===== src/rtl/mdio_master.sv =====
// Clause-22 MDIO management master: divides clk down to MDC and serialises one
// read or write frame per accepted host command, all in the clk domain.
module mdio_master #(
  parameter int unsigned HALF_DIV = 10,
  parameter int unsigned PRE_LEN  = 32
) (
  input  logic        clk,
  input  logic        rst_n,
  input  logic        cmd_valid,
  output logic        cmd_ready,
  input  logic        cmd_write,
  input  logic [4:0]  cmd_phy,
  input  logic [4:0]  cmd_reg,
  input  logic [15:0] cmd_wdata,
  input  logic        cmd_no_pre,
  output logic        rsp_valid,
  output logic [15:0] rsp_rdata,
  output logic        rsp_err,
  output logic        busy,
  output logic        mdc,
  output logic        mdio_out,
  output logic        mdio_z,
  input  logic        mdio_in
);

  localparam int unsigned DIV_W = (HALF_DIV > 2) ? $clog2(HALF_DIV) : 1;
  localparam int unsigned CNT_W = 6;
  localparam int unsigned FRM_W = 32;
  localparam logic [DIV_W-1:0] DIV_TC = DIV_W'(HALF_DIV - 1);

  typedef enum logic [2:0] {
    S_IDLE, S_PRE, S_STOP, S_ADDR, S_TA, S_DATA, S_DONE
  } state_e;

  state_e state_q, state_d;

  logic [DIV_W-1:0] div_q, div_d;
  logic             mdc_q, mdc_d;
  logic [CNT_W-1:0] cnt_q, cnt_d;
  logic [FRM_W-1:0] sh_q, sh_d;
  logic             write_q, write_d;
  logic [15:0]      rx_q, rx_d;
  logic             ta_err_q, ta_err_d;
  logic             mdio_out_q, mdio_out_d;
  logic             mdio_z_q, mdio_z_d;
  logic             rsp_valid_q, rsp_valid_d;
  logic [15:0]      rsp_rdata_q, rsp_rdata_d;
  logic             rsp_err_q, rsp_err_d;
  logic             cmd_ready_q, cmd_ready_d;

  logic             accept;
  logic             in_frame;
  logic             tc;
  logic             rise;
  logic             fall;
  logic             last_bit;
  logic             step;
  logic [FRM_W-1:0] cmd_frame;

  assign accept   = cmd_valid && cmd_ready_q;
  assign in_frame = (state_q == S_PRE) || (state_q == S_STOP) || (state_q == S_ADDR) ||
                    (state_q == S_TA)  || (state_q == S_DATA);
  assign tc       = in_frame && (div_q == DIV_TC);
  assign rise     = tc && !mdc_q;
  assign fall     = tc && mdc_q;
  assign step     = fall && last_bit;

  // ST, OP, PHYAD, REGAD, TA, DATA; bits after ADDR are unused on reads
  assign cmd_frame = {2'b01, (cmd_write ? 2'b01 : 2'b10), cmd_phy, cmd_reg, 2'b10,
                      (cmd_write ? cmd_wdata : 16'h0000)};

  always_comb begin
    last_bit = 1'b0;
    case (state_q)
      S_PRE:   last_bit = (cnt_q == CNT_W'(PRE_LEN - 1));
      S_STOP:  last_bit = (cnt_q == CNT_W'(3));
      S_ADDR:  last_bit = (cnt_q == CNT_W'(9));
      S_TA:    last_bit = (cnt_q == CNT_W'(1));
      S_DATA:  last_bit = (cnt_q == CNT_W'(15));
      default: last_bit = 1'b0;
    endcase
  end

  // State register
  always_ff @(posedge clk or negedge rst_n) begin
    if (!rst_n) state_q <= S_IDLE;
    else        state_q <= state_d;
  end

  // Next-state logic
  always_comb begin
    state_d = state_q;
    case (state_q)
      S_IDLE: if (accept) state_d = cmd_no_pre ? S_STOP : S_PRE;
      S_PRE:  if (step) state_d = S_STOP;
      S_STOP: if (step) state_d = S_ADDR;
      S_ADDR: if (step) state_d = S_TA;
      S_TA:   if (step) state_d = S_DATA;
      S_DATA: if (step) state_d = S_DONE;
      S_DONE: state_d = S_IDLE;
      default: state_d = S_IDLE;
    endcase
  end

  // Output and datapath next values
  always_comb begin
    div_d       = div_q;
    mdc_d       = mdc_q;
    cnt_d       = cnt_q;
    sh_d        = sh_q;
    write_d     = write_q;
    rx_d        = rx_q;
    ta_err_d    = ta_err_q;
    mdio_out_d  = mdio_out_q;
    mdio_z_d    = mdio_z_q;
    rsp_valid_d = 1'b0;
    rsp_rdata_d = rsp_rdata_q;
    rsp_err_d   = rsp_err_q;
    cmd_ready_d = (state_d == S_IDLE);

    if ((state_q == S_IDLE) && accept) begin
      write_d  = cmd_write;
      div_d    = '0;
      mdc_d    = 1'b0;
      cnt_d    = '0;
      mdio_z_d = 1'b0;
      if (cmd_no_pre) begin
        mdio_out_d = cmd_frame[FRM_W-1];
        sh_d       = {cmd_frame[FRM_W-2:0], 1'b0};
      end else begin
        mdio_out_d = 1'b1;
        sh_d       = cmd_frame;
      end
    end

    if (in_frame) begin
      if (tc) begin
        div_d = '0;
        mdc_d = !mdc_q;
      end else begin
        div_d = div_q + DIV_W'(1);
      end
    end

    // PHY-driven bits are captured as MDC rises
    if (rise) begin
      if ((state_q == S_TA) && (cnt_q == CNT_W'(1))) ta_err_d = mdio_in;
      if (state_q == S_DATA) rx_d = {rx_q[14:0], mdio_in};
    end

    // Host-driven bits advance as MDC falls
    if (fall) begin
      cnt_d = step ? '0 : cnt_q + CNT_W'(1);
      if ((state_q == S_DATA) && step) begin
        mdio_z_d    = 1'b1;
        mdio_out_d  = 1'b1;
        mdc_d       = 1'b0;
        rsp_valid_d = 1'b1;
        rsp_err_d   = write_q ? 1'b0 : ta_err_q;
        if (!write_q) rsp_rdata_d = rx_q;
      end else if ((state_q == S_PRE) && !step) begin
        mdio_out_d = 1'b1;
      end else begin
        mdio_out_d = sh_q[FRM_W-1];
        sh_d       = {sh_q[FRM_W-2:0], 1'b0};
        if ((state_q == S_ADDR) && step) mdio_z_d = !write_q;
      end
    end
  end

  always_ff @(posedge clk or negedge rst_n) begin
    if (!rst_n) begin
      div_q       <= '0;
      mdc_q       <= 1'b0;
      cnt_q       <= '0;
      sh_q        <= '0;
      write_q     <= 1'b0;
      rx_q        <= '0;
      ta_err_q    <= 1'b0;
      mdio_out_q  <= 1'b1;
      mdio_z_q    <= 1'b1;
      rsp_valid_q <= 1'b0;
      rsp_rdata_q <= '0;
      rsp_err_q   <= 1'b0;
      cmd_ready_q <= 1'b0;
    end else begin
      div_q       <= div_d;
      mdc_q       <= mdc_d;
      cnt_q       <= cnt_d;
      sh_q        <= sh_d;
      write_q     <= write_d;
      rx_q        <= rx_d;
      ta_err_q    <= ta_err_d;
      mdio_out_q  <= mdio_out_d;
      mdio_z_q    <= mdio_z_d;
      rsp_valid_q <= rsp_valid_d;
      rsp_rdata_q <= rsp_rdata_d;
      rsp_err_q   <= rsp_err_d;
      cmd_ready_q <= cmd_ready_d;
    end
  end

  assign cmd_ready = cmd_ready_q;
  assign busy      = !cmd_ready_q;
  assign mdc       = mdc_q;
  assign mdio_out  = mdio_out_q;
  assign mdio_z    = mdio_z_q;
  assign rsp_valid = rsp_valid_q;
  assign rsp_rdata = rsp_rdata_q;
  assign rsp_err   = rsp_err_q;

endmodule


===== config.mk =====
export PLATFORM = sky130hd
export DESIGN_NAME = mdio_master
export DESIGN_NICKNAME = d
export VERILOG_FILES = /design/src/rtl/mdio_master.sv
export SDC_FILE = /design/constraint.sdc
export NUM_CORES = 1
export LEC_CHECK = 0
export CAP_MARGIN = 15
export CORE_ASPECT_RATIO = 0.6
export CORE_MARGIN = 2
export CORE_UTILIZATION = 40
export CTS_BUF_LIST = sky130_fd_sc_hd__clkbuf_4 sky130_fd_sc_hd__clkbuf_8
export DETAILED_ROUTE_END_ITERATION = 8
export GPL_ROUTABILITY_DRIVEN = 1
export PLACE_DENSITY = 0.6
export SLEW_MARGIN = 20
export SYNTH_ARGS = -nofsm -noshare
export SYNTH_HDL_FRONTEND = slang
export SYNTH_SLANG_ARGS = --single-unit

===== constraint.sdc =====
create_clock -name clk -period 3.5 [get_ports clk]
set_clock_uncertainty 0.05 [all_clocks]
set_input_delay 0.35 -clock clk [delete_from_list [all_inputs] [get_ports clk]]
set_output_delay 0.35 -clock clk [all_outputs]
set_load 0.02 [all_outputs]

---- Word-level counts from Yosys, hierarchy flattened ----
Index checks and enable logic that the tools add are counted.
cells by class
  add/subtract/negate cells ............... 2
  eq/ne operators ......................... 11
  mux-type cells .......................... 40
  bitwise logic cells ..................... 1
  reduce and logical (&&, ||, !) cells .... 26
operators by type and width
  operator                                                         number
  32-bit two-way mux                                               5
  1-bit two-way mux                                                18
  3-bit two-way mux                                                6
  6-bit two-way mux                                                3
  3-bit case mux with 6 select lines                               1
  16-bit two-way mux                                               1
  6-bit by 4-bit == test with 1-bit output, second input constant  2
  4-bit two-way mux                                                3
  1-bit logical AND                                                10
  6-bit by 1-bit adder with 6-bit output, second input constant    1
  3-bit by 2-bit == test with 1-bit output, second input constant  2
  3-bit == test, second input constant                             2
  6-bit by 1-bit == test with 1-bit output, second input constant  1
  6-bit by 2-bit == test with 1-bit output, second input constant  1
  6-bit by 5-bit == test with 1-bit output, second input constant  1
  3-bit zero test                                                  2
  2-bit AND reduction                                              3
  1-bit case mux with 5 select lines                               1
  4-bit by 1-bit adder with 4-bit output, second input constant    1
  4-bit == test, second input constant                             1
  1-bit zero test                                                  4
  1-bit logical OR                                                 4
  2-bit two-way mux                                                2
  2-bit nonzero test                                               2
  3 further kinds                                                  3
word-level totals
  register bits ........................... 85
  input bits .............................. 32
  output and inout bits ................... 23
  word-level logic and storage cells ...... 94

---- Logic depth before layout (Yosys ltp) ----
Gate-level depths: netlist of run 1.
  depth in word-level cells ............... 13
  gate-level depth with buffers ........... 10
  mapped depth without buffers ............ 9

---- Least setup slack after synthesis of run 1 ----
Ideal clock, no wire load.
  path type ............................... register to register
  from .................................... register state_q[1]
  to ...................................... register rsp_rdata_q[10] (netlist: rsp_rdata[10])
  library setup time ...................... 0.125 ns
  arrival ................................. 2.398 ns
  slack ................................... 0.927 ns
  stages on the path, launching flop included .. 8
  period minus slack after synthesis ...... 2.573 ns
  cells stage by stage .................... dfrtp_1 > buf_6 > or4_4 > nor4_4 > a21oi_2 > nor4_4 > buf_8 > mux2_4
between the ends
  longest elaborated chain between the ends .. 10
  elaborated cells on any way between the ends .. 15
  classes of those cells .................. eq/ne (5); mux (1); reduce/logical (9)
ends and longest elaborated chain
  element                                                                                               line    RTL
  from (decl)                                                                                           35      state_e state_q, state_d;
  from (signal assigned)                                                                                87      else state_q <= state_d;
  3-bit by 1-bit == test with 1-bit output or 3-bit by 2-bit == test with 1-bit output (tied branches)  61, 74
  1-bit logical OR (3 in a row)                                                                         61      assign in_frame = (state_q == S_PRE) || (state_q == S_STOP) || (state_q == S_ADDR) ||
  1-bit logical OR                                                                                      62      (state_q == S_TA) || (state_q == S_DATA);
  1-bit logical AND                                                                                     63      assign tc = in_frame && (div_q == DIV_TC);
  1-bit logical AND                                                                                     65      assign fall = tc && mdc_q;
  1-bit logical AND                                                                                     66      assign step = fall && last_bit;
  1-bit logical AND                                                                                     154     if ((state_q == S_DATA) && step) begin
  3-bit AND reduction (no source line) (*)                                                              n/a
  to (signal assigned)                                                                                  197     rsp_rdata_q <= rsp_rdata_d;
  to (decl)                                                                                             47      logic [15:0] rsp_rdata_q, rsp_rdata_d;
Every way passes the cells marked *; elsewhere a longest branch is shown, timed or not.
A chain may end at the register's enable or synchronous reset.

---- Final worst setup path of run 1 ----
  from .................................... register state_q[0]
  to ...................................... register sh_q[4]
between the ends
  longest elaborated chain between the ends .. 13
  elaborated cells on any way between the ends .. 22
  classes of those cells .................. eq/ne (5); mux (5); reduce/logical (12)
ends and longest elaborated chain
  element                                                                                               line         RTL
  3-bit by 1-bit == test with 1-bit output or 3-bit by 2-bit == test with 1-bit output (tied branches)  61, 74, 161
  1-bit logical OR (3 in a row)                                                                         61
  1-bit logical OR                                                                                      62
  1-bit logical AND                                                                                     63
  1-bit logical AND                                                                                     65
  1-bit logical AND                                                                                     66
  1-bit zero test                                                                                       161          end else if ((state_q == S_PRE) && !step) begin
  1-bit logical AND                                                                                     161
  32-bit two-way mux                                                                                    161
  32-bit two-way mux                                                                                    154
  32-bit two-way mux (*)                                                                                152          if (fall) begin
  named net sh_d[4]                                                                                     40           logic [FRM_W-1:0] sh_q, sh_d;
  to (signal assigned)                                                                                  176          sh_q <= '0;
  to (signal assigned)                                                                                  190          sh_q <= sh_d;
  to (decl)                                                                                             40
The timed path passes the listed nets; every way through them passes the cells marked *.

==> results.json, run 1 <==
{
  "outcome": "completed",
  "wl_um": 8721,
  "post_dp_cell_area_um2": 5152,
  "hold_viol_final": 0,
  "slowest_stage": "dfrtp_1",
  "fin_cells": 590,
  "route.detailed.drc": 0,
  "cts_hold_buf": 0,
  "final_area_um2": 5365,
  "crit_path_end_kind": "register",
  "pwr_density_cell_nw_per_um2": 339.5,
  "dpl.cell_count": 574,
  "track_usage_pct": 15.26,
  "worst_setup_path_start_kind": "register",
  "finalCritPeriodShare_pct": 87.21,
  "ys_types": 53,
  "path_cells": "nor2b_2 > a31oi_1 > or4b_4 > nor2_2 > xnor2_1 > a21o_2 > buf_12 > mux2_4",
  "dr.first_iter.drc_count": 150,
  "wl_per_cell_um": 14.78,
  "fmax_mhz": 327.6,
  "drive_gt1_share_pct": 26.91,
  "synth.cell_area_um2": 4521,
  "hold_ws_ns": 0.05253,
  "cts-root-buf": "clkbuf_8",
  "row_count": 30,
  "fp.dieH_um": 86.35,
  "cp.required_ns": 3.70,
  "relSlewSlack_pct": 42.45,
  "die_area_um2": 12200,
  "cp_max_fo": 17,
  "cts_buffer_depth": 2,
  "setup_viol": 0,
  "netlist_instances": 392,
  "worst_slew_pin_slew_ns": 0.8632,
  "cap_violations": 0,
  "antenna_cells": 0,
  "rsz0062_at_grt": "no",
  "grt-ovfl-total": 0,
  "finalMaxSlewViolations": 0,
  "slowest_delay_ns": 0.57,
  "vias": 3002,
  "grt_pass1_wl_um": 14720,
  "seq_area_um2": 2130,
  "async_flop_share_pct": 100.0,
  "post_drt_via_cell_ratio": 5.088,
  "ys_seq_area_share_pct": 47.11,
  "postSynthAreaPerCell_um2": 11.53,
  "cts_buffers": 9,
  "synth_top_area_share_pct": 45.95,
  "p_leak_nw": 2.564,
  "fp.dieW_um": 141.2,
  "antenna_found_initial": 0,
  "grt_pass1_vias": 2884,
  "tns_ns": 0,
  "ant_nets": 0,
  "yosys.area.top_type": "dfrtp_1",
  "synth_area_leaders": "dfrtp_1 46%, mux2_4 12%, mux2_2 10%, nand2_1 5.5%, nand3_1 2.9%",
  "clk_latency_ns": 0.36,
  "tritoncts": "done",
  "cts_setup_buffers": 0,
  "hold_class": "in -> async",
  "cts_max_level": 3,
  "syn_nets": 429,
  "ys_ff_latch": 85,
  "ir_drop_v": 0.0002583,
  "syn_to_final_growth_pct": 18.68,
  "crit_type": "reg -> reg",
  "start_util_pct": 40.55,
  "gp_congestion": 0.7891,
  "numPortBuffers": 54,
  "final_core_util_pct": 48.13,
  "fin_nets": 478,
  "cts_resized": 0,
  "fp.coreArea_um2": 11150,
  "io_pins": 55,
  "synth_edf_count": 0,
  "multiInputGateArea_um2": 2210,
  "clkTransAtPathRegs_ns": 0.09,
  "firstDrtPassIters": 4,
  "period_needed_ns": 3.052,
  "filler_cell_count": 1016,
  "cp.arrival_ns": 3.25,
  "clock-sinks": 85,
  "grt_max_degree": 69,
  "ys.flop_type": "dfrtp_1",
  "yosysWarningCount": 0,
  "dp_hpwl_um": 6109
}
==> worst max-delay path: cells and delay by family, from the launching register on <==
kind                   cells  cell delay (ns)
AND/OR/NAND/NOR            3             0.97
AO/OA/AOI/OAI              2             0.66
flip-flops                 1             0.57
multiplexers               1             0.32
buffers and inverters      1             0.25
XOR/XNOR                   1             0.12
==> stage by stage <==
| step | worst slack [ns] | total power [W] |
|---|---|---|
| 4_1_cts | 0.4377 | 0.001855 |
| 3_3_place_gp | 0.5644 | 0.001099 |
| 3_5_place_dp | 0.4747 | 0.001101 |
| 5_1_grt | 0.2819 | 0.001901 |
| 2_1_floorplan | 0.9265 | 0.001035 |
| 6_report | 0.4476 | 0.001822 |
==> Yosys cell counts (2+ instances only) <==
library cell	instances
nand2_1	66
ha_1	5
nand3_1	26
buf_6	6
dfstp_2	2
nand2b_1	2
nor4_4	2
o22ai_1	3
nor3_1	6
a21o_1	5
nor2_1	7
nor3b_1	2
mux2_2	41
nand3b_1	2
o21ai_0	23
and3_1	4
xor2_1	2
mux2i_1	12
dfrtp_1	83
nand4_1	3
inv_1	8
nor4b_2	2
clkbuf_1	14
mux2_4	36
o21a_1	2
==> registers in the layout (all words and copies together), names as in the netlist <==
name,cells
cmd_ready,1
state_q,3
sh_q,32
mdio_z,1
ta_err_q,1
div_q,4
rx_q,16
rsp_err,1
cnt_q,6
write_q,1
rsp_valid,1
mdc,1
rsp_rdata,16
mdio_out,1
==> layer usage <==
metal | wire (um) | GRT usage, % | up-vias
li1 | - | - | 1488
met1 | 4659 | 23.30 | 1452
met2 | 3606 | 21.45 | 53
met3 | 360 | 3.867 | 9
met4 | 94 | 4.091 | 0
met5 | 0 | 0 | -
==> cells by family after synthesis <==
kind of cell / count (synthesis) / synth area share (%)
AND/OR/NAND/NOR: 133 / 15.42
adder cells (fa/ha/maj): 5 / 1.384
flip-flops: 85 / 47.11
XOR/XNOR: 3 / 0.5813
AO/OA/AOI/OAI: 46 / 6.643
buffers and inverters: 31 / 4.041
multiplexers: 89 / 24.83
==> final timing paths <==
kind                            start       endpoint  slack, ns  depth (start not counted)
setup / recovery           state_q[0]        sh_q[4]       0.45                          8
hold / removal                  rst_n  rsp_rdata[15]       0.05                          1
setup reg to reg           state_q[0]        sh_q[4]       0.45                          8
hold reg to reg              sh_q[19]       sh_q[20]       0.45                          1
max in group asynchronous       rst_n       div_q[1]       2.57                          2
min in group clk             sh_q[19]       sh_q[20]       0.45                          1
==> cell usage in the layout (no fill, tap or decap), types with 2 or more instances in the layout <==
cell	synthesis	final
nand2b_1	2	2
ha_1	5	5
nand2_1	66	66
nand3_1	26	26
dfstp_2	2	2
nand4_1	3	3
nor4b_2	2	2
buf_4	0	7
clkbuf_8	1	9
mux2i_1	12	12
o21a_1	2	2
nor3b_1	2	2
nand3b_1	2	2
clkdlybuf4s50_1	0	53
o22ai_1	3	3
a21o_1	5	4
mux2_4	36	36
a21o_2	1	2
nor3_1	6	6
inv_1	8	8
dfrtp_1	83	83
and3_1	4	4
mux2_2	41	41
inv_6	0	2
nor2_1	7	7
xor2_1	2	2
o21ai_0	23	23
inv_8	0	3
nor4_4	2	2
==> report_power, final <==
part | total, W | switching (W) | internal [W]
clock | 0.000743 | 0.000393 | 0.000350
sequential | 0.000983 | 0.000000645 | 0.000982
combinational | 0.0000958 | 0.0000451 | 0.0000508
==> layout make-up <==
cell class	count	share of cell area, %
clock buffers	9	2.309
inverters	8	0.5597
repair buffers	61	11.24
clock inverters	7	1.656
multi-input cells	276	41.18
well taps	144	3.358
flip-flops and latches	85	39.69
No activity file was read; power rests on OpenSTA's default activity.
==> run 2: changes to the inputs <==
--- a/config.mk
+++ b/config.mk
@@ -5,7 +5,6 @@
 export SDC_FILE = /design/constraint.sdc
 export NUM_CORES = 1
 export LEC_CHECK = 0
-export CAP_MARGIN = 15
 export CORE_ASPECT_RATIO = 0.6
 export CORE_MARGIN = 2
 export CORE_UTILIZATION = 40
==> results of run 2 <==
Same layout as run 1: the final DEF is identical, and so are final timing and power.
==> run 3: changes to the inputs <==
--- a/config.mk
+++ b/config.mk
@@ -5,6 +5,7 @@
 export SDC_FILE = /design/constraint.sdc
 export NUM_CORES = 1
 export LEC_CHECK = 0
+export CAP_MARGIN = 20
 export CORE_ASPECT_RATIO = 0.6
 export CORE_MARGIN = 2
 export CORE_UTILIZATION = 40
==> results of run 3 <==
Same layout as run 1: the final DEF is identical, and so are final timing and power.
